**src/rtl/mips_pkg.sv**
```systemverilog
// Shared MIPS execute-stage constants: ALU op classes, ALU control codes, funct codes.
// Purely declarative; no logic, no latency.
// Imported by the decoder, the execute unit and its interface users.
package mips_pkg;

  // 3-bit op class from the main control unit
  localparam logic [2:0] ALU_OP_ADD   = 3'b000;
  localparam logic [2:0] ALU_OP_SUB   = 3'b001;
  localparam logic [2:0] ALU_OP_RTYPE = 3'b010;
  localparam logic [2:0] ALU_OP_AND   = 3'b011;
  localparam logic [2:0] ALU_OP_OR    = 3'b100;
  localparam logic [2:0] ALU_OP_SLT   = 3'b101;
  localparam logic [2:0] ALU_OP_LUI   = 3'b110;
  localparam logic [2:0] ALU_OP_ADD2  = 3'b111;

  // 4-bit ALU control codes
  localparam logic [3:0] ALU_CTRL_AND  = 4'b0000;
  localparam logic [3:0] ALU_CTRL_OR   = 4'b0001;
  localparam logic [3:0] ALU_CTRL_ADD  = 4'b0010;
  localparam logic [3:0] ALU_CTRL_SLL  = 4'b0011;
  localparam logic [3:0] ALU_CTRL_SRL  = 4'b0100;
  localparam logic [3:0] ALU_CTRL_XOR  = 4'b0101;
  localparam logic [3:0] ALU_CTRL_SUB  = 4'b0110;
  localparam logic [3:0] ALU_CTRL_SLT  = 4'b0111;
  localparam logic [3:0] ALU_CTRL_SLTU = 4'b1000;
  localparam logic [3:0] ALU_CTRL_SRA  = 4'b1001;
  localparam logic [3:0] ALU_CTRL_LUI  = 4'b1010;
  localparam logic [3:0] ALU_CTRL_NOR  = 4'b1100;

  // R-type funct field values
  localparam logic [5:0] FUNCT_ADD  = 6'b100000;
  localparam logic [5:0] FUNCT_ADDU = 6'b100001;
  localparam logic [5:0] FUNCT_SUB  = 6'b100010;
  localparam logic [5:0] FUNCT_SUBU = 6'b100011;
  localparam logic [5:0] FUNCT_AND  = 6'b100100;
  localparam logic [5:0] FUNCT_OR   = 6'b100101;
  localparam logic [5:0] FUNCT_XOR  = 6'b100110;
  localparam logic [5:0] FUNCT_NOR  = 6'b100111;
  localparam logic [5:0] FUNCT_SLT  = 6'b101010;
  localparam logic [5:0] FUNCT_SLTU = 6'b101011;
  localparam logic [5:0] FUNCT_SLL  = 6'b000000;
  localparam logic [5:0] FUNCT_SRL  = 6'b000010;
  localparam logic [5:0] FUNCT_SRA  = 6'b000011;

endpackage

```
**src/rtl/exec_alu_unit_if.sv**
```systemverilog
// Execute-unit bus: decode/operand inputs and registered result outputs.
// No latency of its own; carries a 1-cycle registered path.
// No backpressure: producer drives every cycle, results appear one cycle later.
// Ports: master = stage driving operands (in_valid, alu_op, funct, shamt, op_a, op_b, pc, imm_ext)
//        slave  = exec_alu_unit (returns out_valid, alu_ctrl, alu_result, alu_zero, pc_plus4, branch_target)
interface exec_alu_unit_if #(
  parameter int W = 32
);
  logic         in_valid;
  logic [2:0]   alu_op;
  logic [5:0]   funct;
  logic [4:0]   shamt;
  logic [W-1:0] op_a;
  logic [W-1:0] op_b;
  logic [W-1:0] pc;
  logic [W-1:0] imm_ext;

  logic         out_valid;
  logic [3:0]   alu_ctrl;
  logic [W-1:0] alu_result;
  logic         alu_zero;
  logic [W-1:0] pc_plus4;
  logic [W-1:0] branch_target;

  modport master (
    output in_valid, alu_op, funct, shamt, op_a, op_b, pc, imm_ext,
    input  out_valid, alu_ctrl, alu_result, alu_zero, pc_plus4, branch_target
  );

  modport slave (
    input  in_valid, alu_op, funct, shamt, op_a, op_b, pc, imm_ext,
    output out_valid, alu_ctrl, alu_result, alu_zero, pc_plus4, branch_target
  );
endinterface

```
**src/rtl/exec_alu_unit_alu_ctrl_decode.sv**
```systemverilog
// Maps control-unit op class plus funct field to the 4-bit ALU control code.
// Combinational, zero latency.
// No backpressure; pure function of its inputs.
// Ports: alu_op_i (3) op class, funct_i (6) instr[5:0], alu_ctrl_o (4) control code
module alu_ctrl_decode
  import mips_pkg::*;
(
  input  logic [2:0] alu_op_i,
  input  logic [5:0] funct_i,
  output logic [3:0] alu_ctrl_o
);

  logic [3:0] rtype_ctrl;

  always_comb begin
    rtype_ctrl = ALU_CTRL_ADD;  // unrecognised funct behaves as ADD
    case (funct_i)
      FUNCT_ADD, FUNCT_ADDU: rtype_ctrl = ALU_CTRL_ADD;
      FUNCT_SUB, FUNCT_SUBU: rtype_ctrl = ALU_CTRL_SUB;
      FUNCT_AND:             rtype_ctrl = ALU_CTRL_AND;
      FUNCT_OR:              rtype_ctrl = ALU_CTRL_OR;
      FUNCT_XOR:             rtype_ctrl = ALU_CTRL_XOR;
      FUNCT_NOR:             rtype_ctrl = ALU_CTRL_NOR;
      FUNCT_SLT:             rtype_ctrl = ALU_CTRL_SLT;
      FUNCT_SLTU:            rtype_ctrl = ALU_CTRL_SLTU;
      FUNCT_SLL:             rtype_ctrl = ALU_CTRL_SLL;
      FUNCT_SRL:             rtype_ctrl = ALU_CTRL_SRL;
      FUNCT_SRA:             rtype_ctrl = ALU_CTRL_SRA;
      default:               rtype_ctrl = ALU_CTRL_ADD;
    endcase
  end

  always_comb begin
    alu_ctrl_o = ALU_CTRL_ADD;
    case (alu_op_i)
      ALU_OP_ADD:   alu_ctrl_o = ALU_CTRL_ADD;
      ALU_OP_SUB:   alu_ctrl_o = ALU_CTRL_SUB;
      ALU_OP_RTYPE: alu_ctrl_o = rtype_ctrl;
      ALU_OP_AND:   alu_ctrl_o = ALU_CTRL_AND;
      ALU_OP_OR:    alu_ctrl_o = ALU_CTRL_OR;
      ALU_OP_SLT:   alu_ctrl_o = ALU_CTRL_SLT;
      ALU_OP_LUI:   alu_ctrl_o = ALU_CTRL_LUI;
      ALU_OP_ADD2:  alu_ctrl_o = ALU_CTRL_ADD;
      default:      alu_ctrl_o = ALU_CTRL_ADD;
    endcase
  end

endmodule

```
**src/rtl/exec_alu_unit.sv**
```systemverilog
// Execute stage: ALU control decode, W-bit ALU with zero flag, PC+step and branch target.
// Latency 1 cycle: every output is registered and reloads on every clock edge.
// No backpressure or stall; out_valid simply tracks in_valid one cycle later.
// Ports: clk, rst_n (async active-low), bus (exec_alu_unit_if.slave) carrying operands in and results out
module exec_alu_unit
  import mips_pkg::*;
#(
  parameter int W       = 32,
  parameter int PC_STEP = 4
) (
  input  logic            clk,
  input  logic            rst_n,
  exec_alu_unit_if.slave  bus
);

  logic [3:0]   alu_ctrl_d;
  logic [W-1:0] alu_result_d;
  logic         alu_zero_d;
  logic [W-1:0] pc_plus4_d;
  logic [W-1:0] branch_target_d;

  logic         out_valid_q;
  logic [3:0]   alu_ctrl_q;
  logic [W-1:0] alu_result_q;
  logic         alu_zero_q;
  logic [W-1:0] pc_plus4_q;
  logic [W-1:0] branch_target_q;

  alu_ctrl_decode u_dec (
    .alu_op_i   (bus.alu_op),
    .funct_i    (bus.funct),
    .alu_ctrl_o (alu_ctrl_d)
  );

  // Shifts operate on op_b by shamt; op_a does not participate.
  always_comb begin
    alu_result_d = '0;
    case (alu_ctrl_d)
      ALU_CTRL_AND:  alu_result_d = bus.op_a & bus.op_b;
      ALU_CTRL_OR:   alu_result_d = bus.op_a | bus.op_b;
      ALU_CTRL_ADD:  alu_result_d = bus.op_a + bus.op_b;
      ALU_CTRL_SUB:  alu_result_d = bus.op_a - bus.op_b;
      ALU_CTRL_XOR:  alu_result_d = bus.op_a ^ bus.op_b;
      ALU_CTRL_NOR:  alu_result_d = ~(bus.op_a | bus.op_b);
      ALU_CTRL_SLT:  alu_result_d = W'($signed(bus.op_a) < $signed(bus.op_b));
      ALU_CTRL_SLTU: alu_result_d = W'(bus.op_a < bus.op_b);
      ALU_CTRL_SLL:  alu_result_d = bus.op_b << bus.shamt;
      ALU_CTRL_SRL:  alu_result_d = bus.op_b >> bus.shamt;
      ALU_CTRL_SRA:  alu_result_d = W'($signed(bus.op_b) >>> bus.shamt);
      ALU_CTRL_LUI:  alu_result_d = W'(bus.op_b[15:0]) << 16;
      default:       alu_result_d = '0;
    endcase
  end

  // Flag taken from the unregistered result so it lines up with alu_result_q.
  assign alu_zero_d      = (alu_result_d == '0);
  assign pc_plus4_d      = bus.pc + W'(PC_STEP);
  assign branch_target_d = pc_plus4_d + (bus.imm_ext << 2);

  always_ff @(posedge clk or negedge rst_n) begin
    if (!rst_n) begin
      out_valid_q     <= 1'b0;
      alu_ctrl_q      <= '0;
      alu_result_q    <= '0;
      alu_zero_q      <= 1'b0;  // cleared, not set, even though result is 0
      pc_plus4_q      <= '0;
      branch_target_q <= '0;
    end else begin
      out_valid_q     <= bus.in_valid;
      alu_ctrl_q      <= alu_ctrl_d;
      alu_result_q    <= alu_result_d;
      alu_zero_q      <= alu_zero_d;
      pc_plus4_q      <= pc_plus4_d;
      branch_target_q <= branch_target_d;
    end
  end

  assign bus.out_valid     = out_valid_q;
  assign bus.alu_ctrl      = alu_ctrl_q;
  assign bus.alu_result    = alu_result_q;
  assign bus.alu_zero      = alu_zero_q;
  assign bus.pc_plus4      = pc_plus4_q;
  assign bus.branch_target = branch_target_q;

endmodule

```
**src/flat_wrapper.sv**
```systemverilog
// flat-port wrapper written by rule: the top's interface ports become plain ports
module exec_alu_unit_flat import mips_pkg::*;
#(
  parameter int W       = 32,
  parameter int PC_STEP = 4
)
  (clk, rst_n, bus_in_valid, bus_alu_op, bus_funct, bus_shamt, bus_op_a, bus_op_b, bus_pc, bus_imm_ext, bus_out_valid, bus_alu_ctrl, bus_alu_result, bus_alu_zero, bus_pc_plus4, bus_branch_target);
  exec_alu_unit_if #(.W(W)) bus_i ();
  input  logic clk;
  input  logic rst_n;
  input wire logic [$bits(bus_i.in_valid)-1:0] bus_in_valid;
  input wire logic [$bits(bus_i.alu_op)-1:0] bus_alu_op;
  input wire logic [$bits(bus_i.funct)-1:0] bus_funct;
  input wire logic [$bits(bus_i.shamt)-1:0] bus_shamt;
  input wire logic [$bits(bus_i.op_a)-1:0] bus_op_a;
  input wire logic [$bits(bus_i.op_b)-1:0] bus_op_b;
  input wire logic [$bits(bus_i.pc)-1:0] bus_pc;
  input wire logic [$bits(bus_i.imm_ext)-1:0] bus_imm_ext;
  output wire logic [$bits(bus_i.out_valid)-1:0] bus_out_valid;
  output wire logic [$bits(bus_i.alu_ctrl)-1:0] bus_alu_ctrl;
  output wire logic [$bits(bus_i.alu_result)-1:0] bus_alu_result;
  output wire logic [$bits(bus_i.alu_zero)-1:0] bus_alu_zero;
  output wire logic [$bits(bus_i.pc_plus4)-1:0] bus_pc_plus4;
  output wire logic [$bits(bus_i.branch_target)-1:0] bus_branch_target;
  assign bus_i.in_valid = bus_in_valid;
  assign bus_i.alu_op = bus_alu_op;
  assign bus_i.funct = bus_funct;
  assign bus_i.shamt = bus_shamt;
  assign bus_i.op_a = bus_op_a;
  assign bus_i.op_b = bus_op_b;
  assign bus_i.pc = bus_pc;
  assign bus_i.imm_ext = bus_imm_ext;
  assign bus_out_valid = bus_i.out_valid;
  assign bus_alu_ctrl = bus_i.alu_ctrl;
  assign bus_alu_result = bus_i.alu_result;
  assign bus_alu_zero = bus_i.alu_zero;
  assign bus_pc_plus4 = bus_i.pc_plus4;
  assign bus_branch_target = bus_i.branch_target;
  exec_alu_unit #(.W(W), .PC_STEP(PC_STEP)) u_core (.clk(clk), .rst_n(rst_n), .bus(bus_i));
endmodule
```
**config.mk**
```make
export PLATFORM = sky130hd
export DESIGN_NAME = exec_alu_unit_flat
export DESIGN_NICKNAME = d
export VERILOG_FILES = /design/src/rtl/mips_pkg.sv /design/src/rtl/exec_alu_unit_if.sv /design/src/rtl/exec_alu_unit_alu_ctrl_decode.sv /design/src/rtl/exec_alu_unit.sv /design/src/flat_wrapper.sv
export SDC_FILE = /design/constraint.sdc
export NUM_CORES = 1
export LEC_CHECK = 0
export ABC_AREA = 1
export BUFFER_PORTS_ARGS = -buffer_cell sky130_fd_sc_hd__buf_2
export CAP_MARGIN = 0
export CORE_MARGIN = 2
export CORE_UTILIZATION = 55
export CTS_BUF_LIST = sky130_fd_sc_hd__clkbuf_8
export DETAILED_ROUTE_END_ITERATION = 16
export GPL_TIMING_DRIVEN = 0
export PLACE_DENSITY = 0.81
export SLEW_MARGIN = 20
export SYNTH_ARGS = -nofsm -noshare
export SYNTH_HDL_FRONTEND = slang
export SYNTH_SLANG_ARGS = --single-unit
export TNS_END_PERCENT = 30
```
**constraint.sdc**
```tcl
create_clock -name clk -period 0.8 [get_ports clk]
set_input_delay 0.04 -clock clk [delete_from_list [all_inputs] [get_ports clk]]
set_output_delay 0.04 -clock clk [all_outputs]
set_load 0.02 [all_outputs]
```
==> summary.log, run 1 <==
[floorplanning] number of placement rows 63
[synthesis] mean cell area of the mapped netlist 5.50 sq um
[floorplanning] die extent in x 177 microns
[grt] overall overflow remaining after global route 1145
[clocking] master cell of the clock root buffer sky130_fd_sc_hd__clkbuf_8
[synthesis] share of synthesized registers carrying an async set or reset 1.00
[grt] number of global-route vias before repair 32.2k
[placed_design] number of buffers added on ports 241
[synthesis] net count of the mapped netlist 3268
[grt] global routing usage summed across all routing layers 0.914
[placed_design] post-detailed-placement half-perimeter wirelength 66200 microns
[synthesis] Warnings, synthesis 0
[synthesis] count of flip-flops with a built-in enable after synthesis 0
[placed_design] global placer's final weighted congestion 1.23
[clocking] H-tree depth 3
[placed_design] Cell Count Post-Placement 3621
[synthesis] register area share after synthesis 0.152
[clocking] Sinks on Clock Net 100
[floorplanning] I/O pin count 247
[status] run-stopping error [ERROR GRT-0116] Global routing finished with congestion. Check the congestion regions in the DRC Viewer.
[floorplanning] overall die height 177 microns
[synthesis] cell area after technology mapping 16400 sq um
[synthesis] most used standard cell by instance count after synthesis sky130_fd_sc_hd__nand2_1
[status] outcome did not finish
[clocking] CTS Buffer Depth 2
[synthesis] cell count after synthesis 2989
[synthesis] dominant synthesized flop cell sky130_fd_sc_hd__dfrtp_1
[status] stage reached global routing
[clocking] TritonCTS buffer count 9
[synthesis] top post-synthesis cells by area sky130_fd_sc_hd__nand2_1 24%, sky130_fd_sc_hd__dfrtp_1 15%, sky130_fd_sc_hd__nand3_1 14%, sky130_fd_sc_hd__ha_1 10%, sky130_fd_sc_hd__inv_1 9.2%
[floorplanning] Starting Density 0.556
[grt] wire length of the first global-routing pass 218000 microns
[synthesis] commonest cells in the netlist 1063 x sky130_fd_sc_hd__nand2_1, 470 x sky130_fd_sc_hd__nand3_1, 403 x sky130_fd_sc_hd__inv_1, 286 x sky130_fd_sc_hd__nor2_1, 131 x sky130_fd_sc_hd__ha_1
[grt] pin count of the biggest net entering global routing 74
[synthesis] flip-flop and latch count after synthesis 100
[synthesis] post-synthesis cell type count 48
[synthesis] share of Yosys cell area claimed by the top area cell type 0.243
[synthesis] cell taking the most area after synthesis sky130_fd_sc_hd__nand2_1
==> stage by stage <==
step | area (sq um) | worst slack (ns) | hold WS, ns
global placement | 18400 | -2.59 | 0.148
floorplan | 16700 | -1.82 | -0.256
detailed placement | 18500 | -2.78 | -0.0671
CTS | 24000 | -1.98 | -0.168
==> what timing repair did <==
item | 4_1_cts
cloned | 9
pin swaps | 297
setup endpoints to repair | 183
endpoints found under the hold margin | 133
resized for setup | 981
hold buffers | 6
setup buffers | 206
==> cells by family after synthesis <==
family	synth area share
flip-flops	0.152
AO/OA/AOI/OAI	0.0731
XOR/XNOR	0.0379
adder cells (fa/ha/maj)	0.103
AND/OR/NAND/NOR	0.504
buffers and inverters	0.130
==> routing by layer <==
layer  overflow  global-route usage
met1         42               0.866
met2        747                1.09
met3         46               0.768
met4        302               0.986
met5          8               0.556
==> run 2, diff against run 1 <==
--- a/config.mk
+++ b/config.mk
@@ -9,11 +9,10 @@
 export BUFFER_PORTS_ARGS = -buffer_cell sky130_fd_sc_hd__buf_2
 export CAP_MARGIN = 0
 export CORE_MARGIN = 2
-export CORE_UTILIZATION = 55
-export CTS_BUF_LIST = sky130_fd_sc_hd__clkbuf_8
+export CORE_UTILIZATION = 40
 export DETAILED_ROUTE_END_ITERATION = 16
 export GPL_TIMING_DRIVEN = 0
-export PLACE_DENSITY = 0.81
+export PLACE_DENSITY_LB_ADDON = 0.15
 export SLEW_MARGIN = 20
 export SYNTH_ARGS = -nofsm -noshare
 export SYNTH_HDL_FRONTEND = slang
==> constraint.sdc (replaced) <==
create_clock -name clk -period 1 [get_ports clk]
set_input_delay 0.05 -clock clk [delete_from_list [all_inputs] [get_ports clk]]
set_output_delay 0.05 -clock clk [all_outputs]
set_load 0.02 [all_outputs]
==> summary.log, run 2 <==
[status] outcome complete, but fails checks
[status] failing checks hold timing, setup timing
[clocking] TritonCTS clock tree built
[placed_design] global placer's final weighted congestion 1.11 [-10%]
[setup_path] CP max FO 4
[power_and_ir_drop] Power per Cell Area 977 nW/um^2
[setup_path] Worst Path Arrival 3.08 ns
[clocking] cts-stage hold buffer count 11 [+5]
[grt] initial antenna violation count 4
[routing] total via count after detailed routing 23.3k
[floorplanning] Starting Density 0.404 [-0.152]
[clocking] TritonCTS buffer count 9 [unchanged]
[hold_path] worst hold path stage count 2
[finish] most frequent standard cell in the layout excluding fill and tap cells sky130_fd_sc_hd__nand2_1
[setup_path] Top Family by Delay on Critical Path simple AND/OR/NAND/NOR gates
[synthesis] count of flip-flops with a built-in enable after synthesis 0 [unchanged]
[synthesis] multiplexer share of the synthesized area 0 [unchanged]
[floorplanning] number of placement rows 74 [+17%]
[synthesis] top post-synthesis cells by area sky130_fd_sc_hd__nand2_1 24%, sky130_fd_sc_hd__dfrtp_1 15%, sky130_fd_sc_hd__nand3_1 14%, sky130_fd_sc_hd__ha_1 10%, sky130_fd_sc_hd__inv_1 9.2%
[power_and_ir_drop] leakage power 0.0129 uW
[finish] area overhead of the layout relative to synthesis 50.7%
[grt] pin count of the biggest net entering global routing 74
[floorplanning] Core Region 40600 sq um
[setup_path] endpoint required time on the critical path 1.27 ns
[synthesis] cell count after synthesis 2989 [unchanged]
[routing] DRC violation total after the first TritonRoute iteration 3170
[setup_path] startpoint type of the worst setup path input port
[setup_path] delay contributed by the slowest stage of the critical path 0.42 ns
[flow_run] Maximum Capacitance Violations 0
[timing] final critical-path setup slack -1.81 ns
[timing] RSZ-0062 raised after global routing yes
[setup_path] Buffers & Inverters on Critical Path 4
[synthesis] post-synthesis compound-gate area fraction 0.0731 [unchanged]
[synthesis] flip-flop and latch count after synthesis 100 [unchanged]
[synthesis] cell taking the most area after synthesis sky130_fd_sc_hd__nand2_1
[clocking] Sinks on Clock Net 100 [unchanged]
[timing] final max-slew violation count 0
[placed_design] number of buffers added on ports 241 [unchanged]
[timing] Final setup viols 99
[routing] ANT nets after route 0
[synthesis] share of Yosys cell area claimed by the top area cell type 0.243 [unchanged]
[floorplanning] die extent in x 207 microns [+17%]
[clocking] Worst-path clk slew 0.10 ns
[timing] worst hold margin -0.114 ns
[routing] routed len/inst 24.1 microns
[finish] number of filler cells placed in the layout 3808
[floorplanning] overall die height 207 microns [+17%]
[setup_path] Worst setup EP type register
[synthesis] most used standard cell by instance count after synthesis sky130_fd_sc_hd__nand2_1
[synthesis] register area share after synthesis 0.152 [unchanged]
[grt] wire length of the first global-routing pass 131000 microns
[setup_path] critical path cell sequence buf_2 > nand2_1 > or3_4 > nor2_4 > nand3_2 > nor2_4 > nand2_4 > nor4_4 > buf_4 > nand4_1 > xor2_1 > inv_1 > ha_4 > nand4_1 > inv_1 > nand2_2 > o2111ai_2 > a21oi_2 > xor2_1
[timing] f_max 356 MHz
[setup_path] critical path depth 19
[grt] overall overflow remaining after global route 0
[clocking] CTS Buffer Depth 2 [unchanged]
[synthesis] parity-gate share of the synthesized area counting xor and xnor cells 0.0379 [unchanged]
[routing] Post-route DRC 0
[placed_design] post-detailed-placement half-perimeter wirelength 71900 microns [+8.6%]
[grt] global routing usage summed across all routing layers 0.421
[synthesis] dominant synthesized flop cell sky130_fd_sc_hd__dfrtp_1
[finish] number of nets in the finished design 3751
[synthesis] post-synthesis adder-cell area fraction 0.103 [unchanged]
[clocking] master cell of the clock root buffer sky130_fd_sc_hd__clkbuf_16
[setup_path] slowest CP cell sky130_fd_sc_hd__or3_4
[placed_design] pre-CTS worst setup slack -2.52 ns [+0.255 ns]
[synthesis] share of synthesized registers carrying an async set or reset 1.00 [unchanged]
[floorplanning] Die ar. 42700 sq um
[routing] routed vias/inst 5.80
[synthesis] commonest cells in the netlist 1063 x sky130_fd_sc_hd__nand2_1, 470 x sky130_fd_sc_hd__nand3_1, 403 x sky130_fd_sc_hd__inv_1, 286 x sky130_fd_sc_hd__nor2_1, 131 x sky130_fd_sc_hd__ha_1
[synthesis] mean cell area of the mapped netlist 5.50 sq um [unchanged]
[synthesis] cell area after technology mapping 16400 sq um [unchanged]
[clocking] H-tree depth 3 [unchanged]
[floorplanning] I/O pin count 247 [unchanged]
[timing] transition at the pin with the smallest max-transition slack 0.824 ns
[finish] most frequent cells in the layout 861 x sky130_fd_sc_hd__nand2_1, 401 x sky130_fd_sc_hd__nand3_1, 314 x sky130_fd_sc_hd__inv_1
[power_and_ir_drop] peak supply drop 0.954 mV
[grt] number of global-route vias before repair 21.1k
[timing] max_slew headroom 0.450
[routing] drt first pass iters 10
[synthesis] Warnings, synthesis 0 [unchanged]
[hold_path] Worst Hold Class input port to register
[timing] final-report hold violation count 11
[synthesis] net count of the mapped netlist 3268 [unchanged]
[synthesis] post-synthesis cell type count 48 [unchanged]
[timing] min Tclk post-route 2.81 ns
[routing] Total Routed Length 96700 microns
[synthesis] post-synthesis simple-gate area fraction 0.504 [unchanged]
[setup_path] classification of the worst setup path input port to register
[timing] portion of the clock cycle consumed by the worst path in the final layout 2.81
[synthesis] largest family of logic cells by synthesized area simple AND/OR/NAND/NOR gates
[power_and_ir_drop] Power Total 24200 uW
[finish] share of post-route cells with drive strength above 1 0.363
run 2: cell counts after synthesis:
No cell type changed its count.
run 2: per-stage QoR:
step	std cells	utilization	cell area (sq um)	TNS [ns]	hold WS, ns
after floorplan	2989	-	16700	-52.00	-0.246
after global placement	3762	0.458	18600	-247.36	0.160
after detailed placement	3763	0.459	18600	-111.87	-0.0531
after CTS	3906	0.551	22400	-60.48	-0.139
after global routing	4010	0.609	24800	-73.07	-0.103
final	4010	0.609	24800	-65.89	-0.114
run 2: area by class of cell:
| class | count | area (sq um) | share of cell area |
|---|---|---|---|
| timing repair buffer | 478 | 3720 | 0.150 |
| sequential | 100 | 2500 | 0.101 |
| clock inverter | 5 | 66.3 | 0.00268 |
| inverter | 412 | 1630 | 0.0658 |
| antenna | 1 | 2.50 | 0.000101 |
| multi-input combinational | 2365 | 15100 | 0.608 |
| clock buffer | 11 | 233 | 0.00940 |
| tap | 532 | 666 | 0.0269 |
| buffer | 106 | 873 | 0.0353 |
run 2: worst paths after layout:
check / startpoint / to / slack (ns)
min in group asynchronous: rst_n / u_core.bus.alu_result[21] / 0.08
setup / recovery: bus_pc[9] / u_core.bus.branch_target[31] / -1.81
hold / removal: bus_pc[8] / u_core.bus.pc_plus4[8] / -0.11
max in group asynchronous: rst_n / u_core.bus.alu_result[16] / 0.19
run 2: kinds of logic after synthesis:
family,after synthesis
DFF,100
xor gates and xnor gates,71
and+or+nand+nor,1941
buffers and inverters,525
adders and majority gates,134
AOI/OAI and AO/OA,218
run 2: power by group:
group	internal (uW)	total, uW	leakage (uW)	switching (uW)
clock	1990	4010	0.000143	2030
combinational	5460	15300	0.0116	9810
sequential	4670	4910	0.00120	235
run 2: repair_timing:
| item | CTS | global route |
|---|---|---|
| pin swaps | 156 | 208 |
| setup endpoints to repair | 104 | 126 |
| cloned | 6 | 4 |
| resized for setup | 668 | 426 |
| hold endpoints to repair | 130 | 11 |
| setup buffers | 112 | 109 |
run 2: metal layers:
layer / GRT usage / part of all wire / vias up / wire, microns
met5: 0 / 0.00038 / - / 37
met4: 0.227 / 0.067 / 6 / 6460
met3: 0.106 / 0.12 / 355 / 11700
met2: 0.650 / 0.43 / 1656 / 41200
met1: 0.537 / 0.39 / 10800 / 37400
li1: - / - / 10400 / -
Power figures use the tool's default switching activity.
